===== src/rtl/uart_pkg.sv =====
`default_nettype none
// ============================================================================
// Package : uart_pkg
// Desc    : Shared types and constants for the UART echo responder.
// Rev     : 1.0 - initial release
// ============================================================================
package uart_pkg;

    localparam int DEFAULT_FIFO_DEPTH   = 8;
    localparam int DEFAULT_BUSY_TIMEOUT = 16;

    localparam logic [7:0] CR = 8'h0D;
    localparam logic [7:0] LF = 8'h0A;

    typedef enum logic [2:0] {
        IDLE      = 3'd0,
        REQ       = 3'd1,
        WAIT_DONE = 3'd2,
        LF_REQ    = 3'd3,
        LF_WAIT   = 3'd4
    } echo_state_t;

endpackage
`default_nettype wire


===== src/rtl/uart_echo_responder_if.sv =====
`default_nettype none
// ============================================================================
// Interface : uart_echo_responder_if
// Desc      : RX byte delivery and TX load handshake seen by the echo responder.
// Rev       : 1.0 - initial release
// ============================================================================
interface uart_echo_responder_if;

    logic [7:0] i_RX_DATA;
    logic       i_RX_DATA_READY;
    logic       i_TX_BUSY;
    logic       i_TX_DONE;
    logic [7:0] o_TX_DATA;
    logic       o_TX_DATA_READY;

    // Responder side
    modport slave (
        input  i_RX_DATA,
        input  i_RX_DATA_READY,
        input  i_TX_BUSY,
        input  i_TX_DONE,
        output o_TX_DATA,
        output o_TX_DATA_READY
    );

    // UART RX/TX side
    modport master (
        output i_RX_DATA,
        output i_RX_DATA_READY,
        output i_TX_BUSY,
        output i_TX_DONE,
        input  o_TX_DATA,
        input  o_TX_DATA_READY
    );

endinterface
`default_nettype wire


===== src/rtl/uart_sync_fifo.sv =====
`default_nettype none
// ============================================================================
// Module : uart_sync_fifo
// Desc   : Synchronous FIFO; head is read combinationally, full FIFO accepts
//          a push only when a pop happens in the same cycle.
// Rev    : 1.0 - initial release
// ============================================================================
module uart_sync_fifo #(
    parameter int WIDTH = 8,
    parameter int DEPTH = 8
) (
    input  wire logic                     i_CLK,
    input  wire logic                     i_RESET_N,
    input  wire logic                     i_push,
    input  wire logic                     i_pop,
    input  wire logic [WIDTH-1:0]         i_din,
    output logic      [WIDTH-1:0]         o_dout,
    output logic      [$clog2(DEPTH):0]   o_count,
    output logic                          o_full,
    output logic                          o_empty
);

    localparam int             AW     = $clog2(DEPTH);
    localparam logic [AW:0]    c_FULL = DEPTH[AW:0];

    logic [WIDTH-1:0] r_mem [DEPTH];
    logic [AW-1:0]    r_wr_ptr;
    logic [AW-1:0]    r_rd_ptr;
    logic [AW:0]      r_count;
    logic             w_do_pop;
    logic             w_do_push;

    assign o_full    = (r_count == c_FULL);
    assign o_empty   = (r_count == '0);
    assign o_count   = r_count;
    assign o_dout    = r_mem[r_rd_ptr];
    assign w_do_pop  = i_pop & ~o_empty;
    assign w_do_push = i_push & (~o_full | w_do_pop);

    always_ff @(posedge i_CLK) begin
        if (w_do_push) begin
            r_mem[r_wr_ptr] <= i_din;
        end
    end

    always_ff @(posedge i_CLK or negedge i_RESET_N) begin
        if (!i_RESET_N) begin
            r_wr_ptr <= '0;
            r_rd_ptr <= '0;
            r_count  <= '0;
        end else begin
            if (w_do_push) begin
                r_wr_ptr <= r_wr_ptr + 1'b1;
            end
            if (w_do_pop) begin
                r_rd_ptr <= r_rd_ptr + 1'b1;
            end
            case ({w_do_push, w_do_pop})
                2'b10:   r_count <= r_count + 1'b1;
                2'b01:   r_count <= r_count - 1'b1;
                default: r_count <= r_count;
            endcase
        end
    end

endmodule
`default_nettype wire


===== src/rtl/uart_echo_responder.sv =====
`default_nettype none
// ============================================================================
// Module : uart_echo_responder
// Desc   : Buffers bytes from UART_RX and re-issues them to UART_TX.
//          Define UART_ECHO_CRLF_EN to append LF after every echoed CR.
// Rev    : 1.0 - initial release
// ============================================================================
module uart_echo_responder
    import uart_pkg::*;
#(
    parameter int FIFO_DEPTH   = DEFAULT_FIFO_DEPTH,
    parameter int BUSY_TIMEOUT = DEFAULT_BUSY_TIMEOUT
) (
    input  wire logic                        i_CLK,
    input  wire logic                        i_RESET_N,
    uart_echo_responder_if.slave             bus,
    input  wire logic                        i_CLEAR_OVF,
    output logic [$clog2(FIFO_DEPTH):0]      o_FIFO_COUNT,
    output logic                             o_OVERFLOW
);

    localparam int              TW        = $clog2(BUSY_TIMEOUT);
    localparam logic [TW-1:0]   c_TO_LAST = TW'(BUSY_TIMEOUT - 1);

    echo_state_t  r_state;
    logic [7:0]   r_tx_data;
    logic         r_tx_ready;
    logic [TW-1:0] r_timeout;
    logic         r_rx_ready_d;
    logic         r_overflow;

    logic         w_push;
    logic         w_pop;
    logic         w_full;
    logic         w_empty;
    logic [7:0]   w_head;

    assign w_push = bus.i_RX_DATA_READY & ~r_rx_ready_d;
    assign w_pop  = (r_state == REQ) & bus.i_TX_BUSY;

    uart_sync_fifo #(
        .WIDTH (8),
        .DEPTH (FIFO_DEPTH)
    ) u_fifo (
        .i_CLK     (i_CLK),
        .i_RESET_N (i_RESET_N),
        .i_push    (w_push),
        .i_pop     (w_pop),
        .i_din     (bus.i_RX_DATA),
        .o_dout    (w_head),
        .o_count   (o_FIFO_COUNT),
        .o_full    (w_full),
        .o_empty   (w_empty)
    );

    // History resets high so a level already asserted at release is ignored
    always_ff @(posedge i_CLK or negedge i_RESET_N) begin
        if (!i_RESET_N) begin
            r_rx_ready_d <= 1'b1;
            r_overflow   <= 1'b0;
        end else begin
            r_rx_ready_d <= bus.i_RX_DATA_READY;
            if (w_push && w_full && !w_pop) begin
                r_overflow <= 1'b1;
            end else if (i_CLEAR_OVF) begin
                r_overflow <= 1'b0;
            end
        end
    end

    always_ff @(posedge i_CLK or negedge i_RESET_N) begin
        if (!i_RESET_N) begin
            r_state    <= IDLE;
            r_tx_data  <= '0;
            r_tx_ready <= 1'b0;
            r_timeout  <= '0;
        end else begin
            case (r_state)
                IDLE: begin
                    if (!w_empty) begin
                        r_tx_data  <= w_head;
                        r_tx_ready <= 1'b1;
                        r_timeout  <= '0;
                        r_state    <= REQ;
                    end
                end
                REQ: begin
                    if (bus.i_TX_BUSY) begin
                        r_tx_ready <= 1'b0;
                        r_state    <= WAIT_DONE;
                    end else if (r_timeout == c_TO_LAST) begin
                        // IDLE provides the one-cycle gap before the retry
                        r_tx_ready <= 1'b0;
                        r_timeout  <= '0;
                        r_state    <= IDLE;
                    end else begin
                        r_timeout <= r_timeout + 1'b1;
                    end
                end
                WAIT_DONE: begin
                    if (bus.i_TX_DONE) begin
`ifdef UART_ECHO_CRLF_EN
                        if (r_tx_data == CR) begin
                            r_tx_data  <= LF;
                            r_tx_ready <= 1'b1;
                            r_timeout  <= '0;
                            r_state    <= LF_REQ;
                        end else begin
                            r_state <= IDLE;
                        end
`else
                        r_state <= IDLE;
`endif
                    end
                end
`ifdef UART_ECHO_CRLF_EN
                LF_REQ: begin
                    // Timeout gap is taken in place so the LF is not lost
                    if (!r_tx_ready) begin
                        r_tx_ready <= 1'b1;
                        r_timeout  <= '0;
                    end else if (bus.i_TX_BUSY) begin
                        r_tx_ready <= 1'b0;
                        r_state    <= LF_WAIT;
                    end else if (r_timeout == c_TO_LAST) begin
                        r_tx_ready <= 1'b0;
                        r_timeout  <= '0;
                    end else begin
                        r_timeout <= r_timeout + 1'b1;
                    end
                end
                LF_WAIT: begin
                    if (bus.i_TX_DONE) begin
                        r_state <= IDLE;
                    end
                end
`endif
                default: begin
                    r_state <= IDLE;
                end
            endcase
        end
    end

    assign bus.o_TX_DATA       = r_tx_data;
    assign bus.o_TX_DATA_READY = r_tx_ready;
    assign o_OVERFLOW          = r_overflow;

endmodule
`default_nettype wire


===== src/flat_wrapper.sv =====
// flat-port wrapper written by rule: the top's interface ports become plain ports
module uart_echo_responder_flat import uart_pkg::*;
#(
    parameter int FIFO_DEPTH   = DEFAULT_FIFO_DEPTH,
    parameter int BUSY_TIMEOUT = DEFAULT_BUSY_TIMEOUT
)
  (i_CLK, i_RESET_N, i_CLEAR_OVF, o_FIFO_COUNT, o_OVERFLOW, bus_i_RX_DATA, bus_i_RX_DATA_READY, bus_i_TX_BUSY, bus_i_TX_DONE, bus_o_TX_DATA, bus_o_TX_DATA_READY);
  uart_echo_responder_if bus_i ();
  input  wire logic i_CLK;
  input  wire logic i_RESET_N;
  input  wire logic i_CLEAR_OVF;
  output logic [$clog2(FIFO_DEPTH):0] o_FIFO_COUNT;
  output logic o_OVERFLOW;
  input wire logic [$bits(bus_i.i_RX_DATA)-1:0] bus_i_RX_DATA;
  input wire logic [$bits(bus_i.i_RX_DATA_READY)-1:0] bus_i_RX_DATA_READY;
  input wire logic [$bits(bus_i.i_TX_BUSY)-1:0] bus_i_TX_BUSY;
  input wire logic [$bits(bus_i.i_TX_DONE)-1:0] bus_i_TX_DONE;
  output wire logic [$bits(bus_i.o_TX_DATA)-1:0] bus_o_TX_DATA;
  output wire logic [$bits(bus_i.o_TX_DATA_READY)-1:0] bus_o_TX_DATA_READY;
  assign bus_i.i_RX_DATA = bus_i_RX_DATA;
  assign bus_i.i_RX_DATA_READY = bus_i_RX_DATA_READY;
  assign bus_i.i_TX_BUSY = bus_i_TX_BUSY;
  assign bus_i.i_TX_DONE = bus_i_TX_DONE;
  assign bus_o_TX_DATA = bus_i.o_TX_DATA;
  assign bus_o_TX_DATA_READY = bus_i.o_TX_DATA_READY;
  uart_echo_responder #(.FIFO_DEPTH(FIFO_DEPTH), .BUSY_TIMEOUT(BUSY_TIMEOUT)) u_core (.i_CLK(i_CLK), .i_RESET_N(i_RESET_N), .bus(bus_i), .i_CLEAR_OVF(i_CLEAR_OVF), .o_FIFO_COUNT(o_FIFO_COUNT), .o_OVERFLOW(o_OVERFLOW));
endmodule

===== config.mk =====
export PLATFORM = sky130hd
export DESIGN_NAME = uart_echo_responder_flat
export DESIGN_NICKNAME = d
export VERILOG_FILES = /design/src/rtl/uart_pkg.sv /design/src/rtl/uart_echo_responder_if.sv /design/src/rtl/uart_sync_fifo.sv /design/src/rtl/uart_echo_responder.sv /design/src/flat_wrapper.sv
export SDC_FILE = /design/constraint.sdc
export NUM_CORES = 1
export LEC_CHECK = 0
export ABC_AREA = 0
export BUFFER_PORTS_ARGS = -buffer_cell sky130_fd_sc_hd__buf_2
export CORE_AREA = 2 2 102 104
export CTS_BUF_LIST = sky130_fd_sc_hd__clkbuf_16
export CTS_CLUSTER_SIZE = 40
export DETAILED_ROUTE_END_ITERATION = 16
export DIE_AREA = 0 0 104 106
export GPL_TIMING_DRIVEN = 0
export MAX_ROUTING_LAYER = met4
export PLACE_DENSITY = 0.6
export SLEW_MARGIN = 5
export SYNTH_ARGS = -nofsm -noshare
export SYNTH_HDL_FRONTEND = slang
export SYNTH_HIERARCHICAL = 1
export SYNTH_SLANG_ARGS = --single-unit

===== constraint.sdc =====
create_clock -name i_CLK -period 2.5 [get_ports i_CLK]
set_input_delay 0.125 -clock i_CLK [delete_from_list [all_inputs] [get_ports i_CLK]]
set_output_delay 0.125 -clock i_CLK [all_outputs]
set_load 0.005 [all_outputs]

==> impl_results.html <==
<table>
<tr><th>Metric</th><th>Value</th></tr>
<tr><th colspan="2">Critical path</th></tr>
<tr><td>Required time of the critical path</td><td>around 2.5 ns</td></tr>
<tr><td>Setup crit start</td><td>u_core/r_state[0]$_DFFE_PN0P_</td></tr>
<tr><td>Cell type of the slowest stage on the worst timing path</td><td>sky130_fd_sc_hd__nor2_1</td></tr>
<tr><td>Kind of cell adding the most delay to the critical path</td><td>simple AND/OR/NAND/NOR gates</td></tr>
<tr><td>Count of cell instances traversed by the critical path</td><td>7</td></tr>
<tr><td>Critical path cell sequence</td><td>nor2b_4, nand2_1, inv_4, nand2b_1, o21a_4, nand2_1, nor2_1</td></tr>
<tr><td>CP Buf/Inv Count</td><td>1</td></tr>
<tr><td>Arrival time reported for the critical path endpoint</td><td>approximately 2.4 ns</td></tr>
<tr><td>Kind of capture point of the worst setup path</td><td>register</td></tr>
<tr><td>Worst-case reg-to-reg path depth</td><td>7</td></tr>
<tr><td>Startpoint types</td><td>register</td></tr>
<tr><td>Critical path's largest stage delay</td><td>~0.78 ns</td></tr>
<tr><td>Startpoint of the lowest-slack register-to-register path</td><td>u_core/r_state[0]$_DFFE_PN0P_</td></tr>
<tr><td>Start-to-end type of the worst setup path</td><td>reg2reg</td></tr>
<tr><td>Worst flop-to-flop path endpoint</td><td>u_core/u_fifo/r_mem[3][4]$_DFFE_PP_</td></tr>
<tr><td>Crit path capture</td><td>u_core/u_fifo/r_mem[3][4]$_DFFE_PP_</td></tr>
<tr><td>Reg-to-reg setup timing slack</td><td>around 0.032 ns</td></tr>
<tr><td>Most Frequent Cell on Critical Path</td><td>sky130_fd_sc_hd__nand2_1</td></tr>
<tr><td>Peak fanout along the critical path</td><td>8</td></tr>
<tr><th colspan="2">Clock network</th></tr>
<tr><td>Clock transition at the registers of the reported paths</td><td>approximately 0.07 ns</td></tr>
<tr><td>Insertion delay of the later-clocked pin in the worst-skew pair</td><td>0.33 ns</td></tr>
<tr><td>Clock tree root buffer cell</td><td>sky130_fd_sc_hd__clkbuf_16</td></tr>
<tr><td>TritonCTS buffer count</td><td>9</td></tr>
<tr><td>Max Root-Sink Buffers</td><td>2</td></tr>
<tr><td>Clock tree from TritonCTS</td><td>yes</td></tr>
<tr><td>Maximum level of the CTS H-tree</td><td>3</td></tr>
<tr><td>Number of sinks handled by clock tree synthesis</td><td>91</td></tr>
<tr><th colspan="2">Routing</th></tr>
<tr><td>DR vias</td><td>between 2000 and 2500</td></tr>
<tr><td>Number of vias per cell</td><td>5.05</td></tr>
<tr><td>First-pass iteration count of the detailed router</td><td>6</td></tr>
<tr><td>Number of routed nets with antenna violations</td><td>0</td></tr>
<tr><td>Overall routed net length</td><td>7110 um</td></tr>
<tr><td>Drt drc</td><td>0</td></tr>
<tr><td>Iter 0 DRT Violations</td><td>~110</td></tr>
<tr><td>Wire length per cell</td><td>17.5 um</td></tr>
<tr><th colspan="2">Timing</th></tr>
<tr><td>Setup repair after global routing missed its margin</td><td>yes</td></tr>
<tr><td>Min cycle time layout</td><td>around 2.5 ns</td></tr>
<tr><td>Final slew viol count</td><td>0</td></tr>
<tr><td>Smallest setup slack after layout</td><td>between 0.03 and 0.04 ns</td></tr>
<tr><td>Actual transition at the worst max-transition pin</td><td>0.974 ns</td></tr>
<tr><td>Count of endpoints failing setup in the final report</td><td>0</td></tr>
<tr><td>Maximum clock skew at final layout</td><td>~0.0074 ns</td></tr>
<tr><td>Final-report hold violation count</td><td>0</td></tr>
<tr><td>Final period util</td><td>between 90 and 100%</td></tr>
<tr><td>Worst relative slew slack</td><td>a little over a third</td></tr>
<tr><td>Max Fclk</td><td>405 MHz</td></tr>
<tr><th colspan="2">Place</th></tr>
<tr><td>Total placed cells including tap cells</td><td>between 300 and 400</td></tr>
<tr><td>Port buffer count</td><td>27</td></tr>
<tr><td>Pre-CTS WS</td><td>-0.323 ns</td></tr>
<tr><td>Placed inst area</td><td>~4200 sq um</td></tr>
<tr><td>Post-DP HPWL</td><td>about 4400 um</td></tr>
<tr><td>Final Wtd Congestion</td><td>around 0.8</td></tr>
<tr><th colspan="2">Yosys</th></tr>
<tr><td>Distinct cell type count after synthesis</td><td>44</td></tr>
<tr><td>Flops &amp; latches, synth</td><td>slightly above 90</td></tr>
<tr><td>Main synth FF type</td><td>sky130_fd_sc_hd__edfxtp_1</td></tr>
<tr><td>Post-synthesis async set-or-reset flop share</td><td>just under 30%</td></tr>
<tr><td>Post-Synthesis Net Count</td><td>237</td></tr>
<tr><td>Number of enable flip-flop cells after synthesis</td><td>64</td></tr>
<tr><td>Area share of the leading cell type in the synthesized netlist</td><td>50.0%</td></tr>
<tr><td>Fraction of the yosys area taken by sequential cells</td><td>67.6%</td></tr>
<tr><td>Avg Cell Area, Syn</td><td>between 15 and 20 sq um</td></tr>
<tr><td>Summed instance area of the synthesized netlist</td><td>~3800 sq um</td></tr>
<tr><td>Main area contributors after synthesis</td><td>sky130_fd_sc_hd__edfxtp_1, sky130_fd_sc_hd__dfrtp_1, sky130_fd_sc_hd__mux4_1, sky130_fd_sc_hd__mux2_2, sky130_fd_sc_hd__mux4_2</td></tr>
<tr><td>Warning count from the yosys run</td><td>6</td></tr>
<tr><td>Post-Synthesis Cells</td><td>~220</td></tr>
<tr><td>Most area-hungry cell type in the Yosys netlist</td><td>sky130_fd_sc_hd__edfxtp_1</td></tr>
<tr><th colspan="2">Global routing</th></tr>
<tr><td>Total congestion overflow</td><td>0</td></tr>
<tr><td>Maximum number of pins on one net before global-route repair</td><td>28</td></tr>
<tr><td>Wire length of the first global-routing pass</td><td>about 11000 um</td></tr>
<tr><td>Total routing resource utilization after global routing</td><td>14.1%</td></tr>
<tr><td>Initial antenna violation count</td><td>0</td></tr>
<tr><td>Number of global-route vias before repair</td><td>2058</td></tr>
<tr><th colspan="2">Floorplan</th></tr>
<tr><td>Die Footprint</td><td>between 10000 and 15000 sq um</td></tr>
<tr><td>Chip Width</td><td>about 100 um</td></tr>
<tr><td>Effective utilization at floorplan</td><td>38.5%</td></tr>
<tr><td>Vertical die dimension</td><td>106 um</td></tr>
<tr><td>Io pins</td><td>28</td></tr>
<tr><td>Core Rows</td><td>37</td></tr>
<tr><td>Core region area</td><td>10000 sq um</td></tr>
<tr><th colspan="2">Pwr</th></tr>
<tr><td>Overall Power</td><td>5.27 mW</td></tr>
<tr><td>Total power per unit cell area</td><td>between 1000 and 1500 nW/um^2</td></tr>
<tr><td>Leakage power summed over all cells</td><td>about 1.7 nW</td></tr>
<tr><td>Peak supply drop</td><td>roughly 470 uV</td></tr>
<tr><th colspan="2">Cells and area</th></tr>
<tr><td># nets final</td><td>between 200 and 300</td></tr>
<tr><td>Post-layout instance area</td><td>roughly 4600 sq um</td></tr>
<tr><td>ANT cells</td><td>0</td></tr>
<tr><td>Post-route non-filler standard cell count</td><td>406</td></tr>
<tr><td>Fillers</td><td>around 900</td></tr>
<tr><td>Fraction of final layout cells sized beyond drive strength 1</td><td>38.9%</td></tr>
<tr><td>Area delta synth-&gt;final</td><td>19.8%</td></tr>
<tr><td>Post-layout util</td><td>between 40% and 50%</td></tr>
<tr><th colspan="2">Worst hold path</th></tr>
<tr><td>Type of the worst min-delay path</td><td>in2reg</td></tr>
<tr><td>Hold depth</td><td>2</td></tr>
<tr><th colspan="2">Flow run</th></tr>
<tr><td>Max Cap Viol</td><td>0</td></tr>
<tr><th colspan="2">Status</th></tr>
<tr><td>Run status</td><td>finished clean</td></tr>
</table>
worst reg2reg max path: stages (launching register included):
cell and delay, ns:
sky130_fd_sc_hd__dfrtp_2 0.42, sky130_fd_sc_hd__nor2b_4 0.18, sky130_fd_sc_hd__nand2_1 0.11, sky130_fd_sc_hd__inv_4 0.13
sky130_fd_sc_hd__nand2b_1 0.15, sky130_fd_sc_hd__o21a_4 0.17, sky130_fd_sc_hd__nand2_1 0.14, sky130_fd_sc_hd__nor2_1 0.78
state kept, by name, indices dropped and copies added (netlist names):
signal,count
u_core/o_OVERFLOW,1
u_core/r_timeout,4
u_core/u_fifo/o_count,4
u_core/u_fifo/r_rd_ptr,3
u_core/r_rx_ready_d,1
u_core/u_fifo/r_mem,64
u_core/u_fifo/r_wr_ptr,3
u_core/r_state,2
u_core/bus.o_TX_DATA,8
u_core/bus.o_TX_DATA_READY,1
metrics by stage:
stage	setup TNS (ns)	hold WS, ns
floorplan	0	-0.171
global placement	-17.90	0.189
detailed placement	-15.57	0.199
CTS	0	0.0122
global route	-1.09	0.0340
finish	0	0.0265
metal layers:
layer | global-route usage, % | share of wire [%] | vias to the layer above
met5 | - | 0 | -
met4 | 5.89 | 1.3 | 0
met2 | 21.5 | 49 | 48
met1 | 18.6 | 46 | 1045
met3 | 3.13 | 3.8 | 10
li1 | - | - | 949
cell type report:
cell class                 instances  area [sq um]  share of cell area [%]
sequential                        91          2600                    56.5
clock inverter                     7          76.3                    1.66
inverter                           8          32.5                   0.706
multi-input combinational        111          1220                    26.5
timing repair buffer              37           220                    4.78
tap                              136           170                    3.69
buffer                             7          58.8                    1.28
clock buffer                       9           225                    4.89
cell families after synthesis:
logic type / share of synthesized area (%)
mux: 17.1
fa+ha+maj: 2.15
flops: 67.6
xor+xnor: 1.59
buf+inv: 2.31
compound gates: 3.74
simple gates: 5.53
Yosys cell counts, drive strengths merged (4+ instances only):
library cell and instances:
mux4 16, nor2 10, xnor2 4, buf 5
edfxtp 64, mux2 21, ha 5, nand2 8
dfrtp 26, inv 8, o21ai 6, nand2b 5
how the worst min path moves through the flow:
stage	start	to	slack, ns
after global placement	i_RESET_N	u_core/bus.o_TX_DATA[6]$_DFFE_PN0P_	0.19
final	bus_i_TX_BUSY	u_core/r_timeout[2]$_DFFE_PN0P_	0.03
after global routing	bus_i_TX_BUSY	u_core/r_timeout[2]$_DFFE_PN0P_	0.03
after detailed placement	i_RESET_N	u_core/bus.o_TX_DATA[6]$_DFFE_PN0P_	0.20
after CTS	bus_i_TX_BUSY	u_core/r_timeout[2]$_DFFE_PN0P_	0.01
after floorplan	i_RESET_N	u_core/bus.o_TX_DATA[0]$_DFFE_PN0P_	-0.17
report_power, final:
group          leakage, nW  switching, mW  internal, mW
Combinational        0.648          0.833         0.970
Clock                0.154          0.571         0.785
Sequential           0.902          0.199          1.91
what timing repair did:
action                                  CTS  global route
pin swaps                                 1             7
resized for setup                         7            11
endpoints found under the setup margin   66            53
setup buffers                             1             5
hold endpoints to repair                 29             0
hold buffers                              4             0
layout by cell type (no fill, tap or decap), types with 3 or more instances in the layout:
master / instances
sky130_fd_sc_hd__ha_1: 4
sky130_fd_sc_hd__mux2_2: 19
sky130_fd_sc_hd__o21ai_0: 5
sky130_fd_sc_hd__dlygate4sd3_1: 4
sky130_fd_sc_hd__clkbuf_16: 9
sky130_fd_sc_hd__edfxtp_1: 64
sky130_fd_sc_hd__o31ai_1: 3
sky130_fd_sc_hd__xor2_1: 3
sky130_fd_sc_hd__nor2_2: 4
sky130_fd_sc_hd__inv_1: 6
sky130_fd_sc_hd__buf_2: 28
sky130_fd_sc_hd__nand2_1: 8
sky130_fd_sc_hd__nor3_2: 3
sky130_fd_sc_hd__nand2b_1: 5
sky130_fd_sc_hd__mux4_1: 9
sky130_fd_sc_hd__buf_4: 6
sky130_fd_sc_hd__dfrtp_1: 24
sky130_fd_sc_hd__nor2_1: 6
sky130_fd_sc_hd__xnor2_1: 4
sky130_fd_sc_hd__mux4_2: 7
No activity file was read; power rests on OpenSTA's default activity.
